==> config.mk <==
export PLATFORM = sky130hd
export DESIGN_NAME = pic_exec_seq
export DESIGN_NICKNAME = d
export VERILOG_FILES = /design/src/rtl/pic_alu_pkg.sv /design/src/rtl/pic_exec_seq.sv
export SDC_FILE = /design/constraint.sdc
export NUM_CORES = 1
export LEC_CHECK = 0
export CELL_PAD_IN_SITES_DETAIL_PLACEMENT = 1
export CELL_PAD_IN_SITES_GLOBAL_PLACEMENT = 1
export CORE_MARGIN = 2
export CORE_UTILIZATION = 28
export CTS_BUF_LIST = sky130_fd_sc_hd__clkbuf_2 sky130_fd_sc_hd__clkbuf_4 sky130_fd_sc_hd__clkbuf_8
export CTS_CLUSTER_DIAMETER = 40
export CTS_CLUSTER_SIZE = 20
export DETAILED_ROUTE_END_ITERATION = 10
export GPL_TIMING_DRIVEN = 0
export PLACE_DENSITY = 0.87
export SYNTH_ARGS = -nofsm -noshare
export SYNTH_HDL_FRONTEND = slang
export SYNTH_SLANG_ARGS = --single-unit
==> constraint.sdc <==
create_clock -name clk_in -period 1.5 [get_ports clk_in]
set_input_delay 0.225 -clock clk_in [delete_from_list [all_inputs] [get_ports clk_in]]
set_output_delay 0.225 -clock clk_in [all_outputs]
set_load 0.01 [all_outputs]
==> src/rtl/pic_alu_pkg.sv <==
// Shared ALU opcode encoding used by the iCEPIC decoder, sequencer and ALU.
package pic_alu_pkg;
   typedef enum logic [3:0] {
      ALU_NOP       = 4'd0,
      ALU_ADD       = 4'd1,
      ALU_SUB       = 4'd2,
      ALU_AND       = 4'd3,
      ALU_IOR       = 4'd4,
      ALU_XOR       = 4'd5,
      ALU_MOV       = 4'd6,
      ALU_COM       = 4'd7,
      ALU_INC       = 4'd8,
      ALU_DEC       = 4'd9,
      ALU_INCFSZ    = 4'd10,
      ALU_DECFSZ    = 4'd11,
      ALU_BIT_BCF   = 4'd12,
      ALU_BIT_BSF   = 4'd13,
      ALU_BIT_BTFSS = 4'd14,
      ALU_BIT_BTFSC = 4'd15
   } alu_op_t;
endpackage

==> src/rtl/pic_exec_seq.sv <==
// Q1..Q4 instruction-cycle sequencer: owns PC, IR and prefetch; a skip or branch costs one flush NOP cycle.
// Optional ICEPIC_EXEC_STALL_EN adds stall_in, which freezes the phase and masks all strobes.
module pic_exec_seq
   import pic_alu_pkg::*;
#(
   parameter int          PC_W         = 13,
   parameter int          RESET_VECTOR = 0,
   parameter logic [13:0] NOP_WORD     = 14'h0000
) (
   input  logic            clk_in,
   input  logic            rst_n_in,
`ifdef ICEPIC_EXEC_STALL_EN
   input  logic            stall_in,
`endif
   input  logic [13:0]     instr_in,
   input  logic            instr_valid_in,
   input  alu_op_t         dec_alu_op_in,
   input  logic            dec_dest_f_in,
   input  logic [6:0]      dec_file_addr_in,
   input  logic            dec_branch_in,
   input  logic [PC_W-1:0] dec_target_in,
   input  logic            alu_skip_in,
   input  logic            alu_status_update_in,
   output logic [1:0]      phase_out,
   output logic [13:0]     instr_reg_out,
   output alu_op_t         alu_op_out,
   output logic            file_rd_en_out,
   output logic [6:0]      file_addr_out,
   output logic            file_wr_en_out,
   output logic            w_wr_en_out,
   output logic            status_wr_en_out,
   output logic [PC_W-1:0] pc_out,
   output logic            flush_out
);

   typedef enum logic [1:0] {PH_Q1 = 2'd0, PH_Q2 = 2'd1, PH_Q3 = 2'd2, PH_Q4 = 2'd3} phase_t;

   localparam logic [PC_W-1:0] PC_RST = PC_W'(RESET_VECTOR);
   localparam logic [PC_W-1:0] PC_ONE = {{(PC_W-1){1'b0}}, 1'b1};

   phase_t          phase_q, phase_d;
   logic [PC_W-1:0] pc_q, pc_d;
   logic [13:0]     ir_q, ir_d;
   logic            flush_q, flush_d;
   logic            skip_q, skip_d;
   logic [6:0]      addr_q, addr_d;
   logic            adv;
   logic            active;
   logic            wb_ok;

`ifdef ICEPIC_EXEC_STALL_EN
   assign adv = ~stall_in;
`else
   assign adv = 1'b1;
`endif

   always_ff @(posedge clk_in or negedge rst_n_in) begin
      if (!rst_n_in) begin
         phase_q <= PH_Q1;
         pc_q    <= PC_RST;
         ir_q    <= NOP_WORD;
         flush_q <= 1'b1;
         skip_q  <= 1'b0;
         addr_q  <= 7'd0;
      end else begin
         phase_q <= phase_d;
         pc_q    <= pc_d;
         ir_q    <= ir_d;
         flush_q <= flush_d;
         skip_q  <= skip_d;
         addr_q  <= addr_d;
      end
   end

   always_comb begin
      phase_d = phase_q;
      pc_d    = pc_q;
      ir_d    = ir_q;
      flush_d = flush_q;
      skip_d  = skip_q;
      addr_d  = addr_q;
      if (adv) begin
         case (phase_q)
            PH_Q1: begin
               phase_d = PH_Q2;
               if (!flush_q) addr_d = dec_file_addr_in;
            end
            PH_Q2: phase_d = PH_Q3;
            PH_Q3: begin
               phase_d = PH_Q4;
               skip_d  = alu_skip_in & ~flush_q;
            end
            default: begin
               phase_d = PH_Q1;
               // Branch outranks skip; a flush cycle never starts another flush.
               if (!flush_q && dec_branch_in) begin
                  pc_d    = dec_target_in;
                  ir_d    = NOP_WORD;
                  flush_d = 1'b1;
               end else if (!flush_q && skip_q) begin
                  if (instr_valid_in) pc_d = pc_q + PC_ONE;
                  ir_d    = NOP_WORD;
                  flush_d = 1'b1;
               end else if (instr_valid_in) begin
                  pc_d    = pc_q + PC_ONE;
                  ir_d    = instr_in;
                  flush_d = 1'b0;
               end else begin
                  ir_d    = NOP_WORD;
                  flush_d = 1'b0;
               end
            end
         endcase
      end
   end

   always_comb begin
      active = adv & ~flush_q;
      wb_ok  = (dec_alu_op_in != ALU_NOP) && (dec_alu_op_in != ALU_BIT_BTFSS) &&
               (dec_alu_op_in != ALU_BIT_BTFSC);
      alu_op_out = ALU_NOP;
      if (!flush_q && (phase_q == PH_Q3 || phase_q == PH_Q4)) alu_op_out = dec_alu_op_in;
      file_rd_en_out   = active && (phase_q == PH_Q2);
      file_wr_en_out   = active && (phase_q == PH_Q4) && wb_ok && dec_dest_f_in;
      w_wr_en_out      = active && (phase_q == PH_Q4) && wb_ok && !dec_dest_f_in;
      status_wr_en_out = active && (phase_q == PH_Q4) && alu_status_update_in;
   end

   assign phase_out     = phase_q;
   assign instr_reg_out = ir_q;
   assign file_addr_out = addr_q;
   assign pc_out        = pc_q;
   assign flush_out     = flush_q;

endmodule
Yosys cells after proc, flatten, opt, wreduce, memory -nomap -nowiden
Cells that the tools add are included.

word-level totals
  register bits after elaboration = 38
  latch bits = 0
  RAM bits = 0
  ROM bits = 0
  output and inout port bits = 45
  logic and storage cells = 44
  memories kept = 0

cells by class
  add/subtract/negate cells = 1
  multipliers = 0
  divide/modulo/power cells = 0
  $lt $le $gt $ge = 0
  eq/ne operators = 5
  shift-type cells = 0
  muxes and demuxes = 9
  bitwise operators = 3
  reduce and logical (&&, ||, !) cells = 20

operators by type and width
  kind                                                                   number
  14-bit 2-to-1 mux                                                      3
  13-bit 2-to-1 mux                                                      2
  13-bit by 1-bit adder with 13-bit output, second input constant        1
  1-bit logical AND                                                      11
  4-bit != test, second input constant                                   2
  2-bit case mux with 3 select lines                                     1
  2-bit equality test, second input constant                             2
  4-bit 2-to-1 mux                                                       1
  2-bit AND reduction                                                    2
  4-bit nonzero test                                                     1
  3-bit OR reduction                                                     1
  2-bit by 1-bit equality test with 1-bit output, second input constant  1
  1-bit logical NOT                                                      2
  2-bit logical NOT                                                      1
  1-bit 2-to-1 mux                                                       2
  1-bit NOT                                                              2
  2-bit nonzero test                                                     1
  1-bit AND                                                              1
  1-bit logical OR                                                       1

Longest topological paths before layout
  word-level depth = 5
  gate-level depth with buffers = 7

Worst setup path after synthesis
Ideal clock, no wire load.

  path kind = register -> output
  from = register phase_q[0] (netlist: phase_out[0])
  to = output port w_wr_en_out
  arrival = 1.460 ns
  data required time = 1.275 ns
  setup slack = -0.185 ns
  stages on the path, launching flop included = 5
  path buffers = 1
  cell sequence = dfrtp_1 > ha_1 > inv_1 > clkbuf_1 > nor4b_1

on the way
  word-level cells in the longest chain between the ends = 4

ends and longest elaborated chain
  element                         line                 RTL
  start: declaration              pic_exec_seq.sv:41   phase_t phase_q, phase_d;
  start signal: assignment        pic_exec_seq.sv:66   phase_q <= phase_d;
  2-bit equality test             pic_exec_seq.sv:125  w_wr_en_out = active && (phase_q == PH_Q4) && wb_ok && !dec_dest_f_in;
  1-bit logical AND (3 in a row)  pic_exec_seq.sv:125
  end: declaration                pic_exec_seq.sv:30   output logic w_wr_en_out,

No other way between the ends.

Worst setup path in the final report
Same ends and word-level chain as after synthesis.

==> impl_results.md <==
- Top-count cell post-synth: dfrtp_1
- RSZ-0062 raised after global routing: yes
- Vias in the first global route: 2210
- Yosys reg bits: 38
- Synth Cell Area: 0.00191 mm²
- Hold WC Path Type: input pin to async pin
- Post-Synth Simple-Gate Area: 16.9%
- Post-Synth XOR/XNOR Area: 0%
- GR Layer Usage met3: 4.48%
- Worst Setup End Kind: primary output
- Slew headroom: 40.0%
- Tmin final: 1.84 ns
- IO buf count: 88
- CTS tree: done
- Antenna Cells: 0
- Placed Area: 0.00290 mm²
- First-pass GRT wire length: 10900 µm
- Compound-gate portion of the synthesized area: 20.9%
- Area of the multi-input gates: 0.00103 mm²
- Arrival @ worst endpoint: 1.61 ns
- Final Hold Vio Count: 0
- Gpl congestion: 0.723
- CTS sink cnt: 38
- DP HPWL: 4590 µm
- Post-Synth Adder-Cell Area: 3.28%
- Clock latency on the worst-skew pair: 0.29 ns
- Leak: 0.00155 µW
- FMAX: 544 MHz
- FF-to-FF path depth: 7
- Ratio of cells with drive above 1 in the final layout: 35.4%
- GRT Residual Overflow: 0
- ANT nets after route: 0
- Vias per cell: 5.07
- Largest net degree at the start of global routing: 39
- Global-route usage over all layers: 18.6%
- Critical path type: flip-flop to primary output
- H-tree depth: 2
- Clock Path Buffers: 2
- Critical Path RT: 1.27 ns
- Final Cell Area: 0.00349 mm²
- Final Max Tran Viols: 0
- Initial antenna violation count: 0
- Maximum fanout along the worst path: 3
- DRT Pass-1 Iters: 4
- Clock skew: 0.0148 ns
- FF+latch area: 962 µm²
- Final WS setup: -0.339 ns
- Pwr/cell area: 934 mW/mm²
- Largest cells by area after synthesis: dfrtp_1, a22o_1, mux2_2
- Synth-to-Final Area Change: 83.1%
- Die width: 86.6 µm
- I/O pins: 90
- Clock buffer count from CTS: 5
- Period utilization: 123%
- Synth top area share: 48.5%
- VDD IR-drop max: 0.000376 V
- Root Buffer: clkbuf_8
- Syn_nets: 227
- Detailed Route WL: 6940 µm
- Die area: 0.00749 mm²
- DR iter-0 viols: 47
- WL/cell: 17.9 µm
- DRC viols: 0
- Post-cts hold buffer count: 0
- Met2 global-route usage: 35.4%
- Syn avg cell area: 10.8 µm²
- Sequential area share after synthesis: 49.9%
- Async S/R FF share, synth: 100%
- Max Cap Violations: 0
- Syn. warnings: 0
- Failing checks: setup timing
- Total power: 3260 µW
- Slew @ Worst Pin: 0.900 ns
- Worst setup SP type: flip-flop
- Number of flops mapped to enable cells by yosys: 0
- Primary FF master, synth: dfrtp_1
- # rows: 30
- Setup violations, final: 15
- Vias: 1967
- Initial core utilization: 28.6%
- Most Crowded Layer GR: met2
- Layout filler cell count: 750
- Mux cell area share after synthesis: 4.66%
- GRT met1 Usage: 20.8%
- Largest family of logic cells by synthesized area: compound AO/OA/AOI/OAI gates
- Clk slew on worst S/H paths: 0.09 ns
- Cells after synthesis: 177
- Post-synth top area cell: dfrtp_1
- Die Y: 86.6 µm
- Core area: 0.00668 mm²
- Synth cell types: 45
- Final net count: 357
- Status: finished, violations left
- Top cell types by occurrence after synthesis: dfrtp_1, a21oi_1, a22o_1, nand2_1, nor2_1
==> worst max-delay path: stages, from the launching register on <==
cell	delay, ns
dfrtp_1	0.43
ha_4	0.19
clkinvlp_4	0.14
clkbuf_16	0.18
nor4b_4	0.23
buf_2	0.16
==> repair_timing <==
item                                    4_1_cts  5_1_grt
pin swaps                                     7        2
hold endpoints to repair                      0        0
endpoints found under the setup margin       49       39
buffers inserted                             28       10
gates resized for setup                      94       20
==> cells in the final DEF, fill, tap and decap left out, types with 5 or more instances in the layout <==
cell type         n
buf_4            34
dfrtp_2           8
dfrtp_1          29
nor2_1            7
clkdlybuf4s50_1  69
clkbuf_8          7
buf_2             7
a22o_1           14
o21ai_0           7
buf_6            10
nand4_1           6
nand2_1          10
mux2_4            7
dlymetal6s2s_1    5
o22ai_1           6
a21oi_1          14
==> where the power goes <==
part	leakage, µW	internal (µW)	switching [µW]
Sequential	0.000456	1190	139
Clock	0.0000472	370	382
Combinational	0.00104	687	499
Total	0.00155	2240	1020
==> sequential cells by signal (all words and copies together) (netlist names) <==
name           flops
instr_reg_out     14
flush_out          1
phase_out          2
file_addr_out      7
skip_q             1
pc_out            13
==> through the flow <==
stage,utilization [%],TNS [ns],std cells,hold slack (ns),worst slack (ns)
after floorplan,-,0,177,-0.0706,0.000397
after global routing,52.3,-3.47,388,0.110,-0.410
after CTS,50.2,-2.42,379,0.0823,-0.302
after detailed placement,43.4,-9.10,345,0.404,-0.663
after global placement,43.5,-35.78,345,0.490,-0.762
final,52.3,-2.45,388,0.0521,-0.339
==> cell families after synthesis <==
logic type | Yosys count
muxes | 8
AOI/OAI and AO/OA | 57
and+or+nand+nor | 53
adders and majority gates | 5
DFF | 38
buffers and inverters | 16
==> path summary, 6_finish.rpt <==
| kind | start | to | slack, ns |
|---|---|---|---|
| max in group asynchronous | rst_n_in | pc_out[1] | 0.82 |
| min | rst_n_in | pc_out[11] | 0.05 |
| max reg2reg | phase_out[1] | file_addr_out[1] | -0.06 |
| min in group clk_in | instr_valid_in | pc_out[2] | 0.41 |
| min reg2reg | instr_reg_out[0] | instr_reg_out[0] | 0.52 |
| max | phase_out[0] | w_wr_en_out | -0.34 |
==> metal layers <==
| layer | up-vias | share of wire, % | routed length (µm) |
|---|---|---|---|
| li1 | 920 | - | - |
| met3 | 6 | 4.7 | 328 |
| met1 | 984 | 39 | 2670 |
| met2 | 57 | 56 | 3880 |
| met4 | 0 | 0.84 | 58 |
| met5 | - | 0 | 0 |
==> final cells by class <==
type / instances / area share (%)
plain buffers: 9 / 3.69
clock buffers: 6 / 2.36
clock inverters: 2 / 0.358
inverters: 5 / 0.716
multi-input cells: 123 / 29.6
flip-flops and latches: 38 / 27.5
well taps: 80 / 2.87
repair buffers: 125 / 32.8
Power figures use the tool's default switching activity.
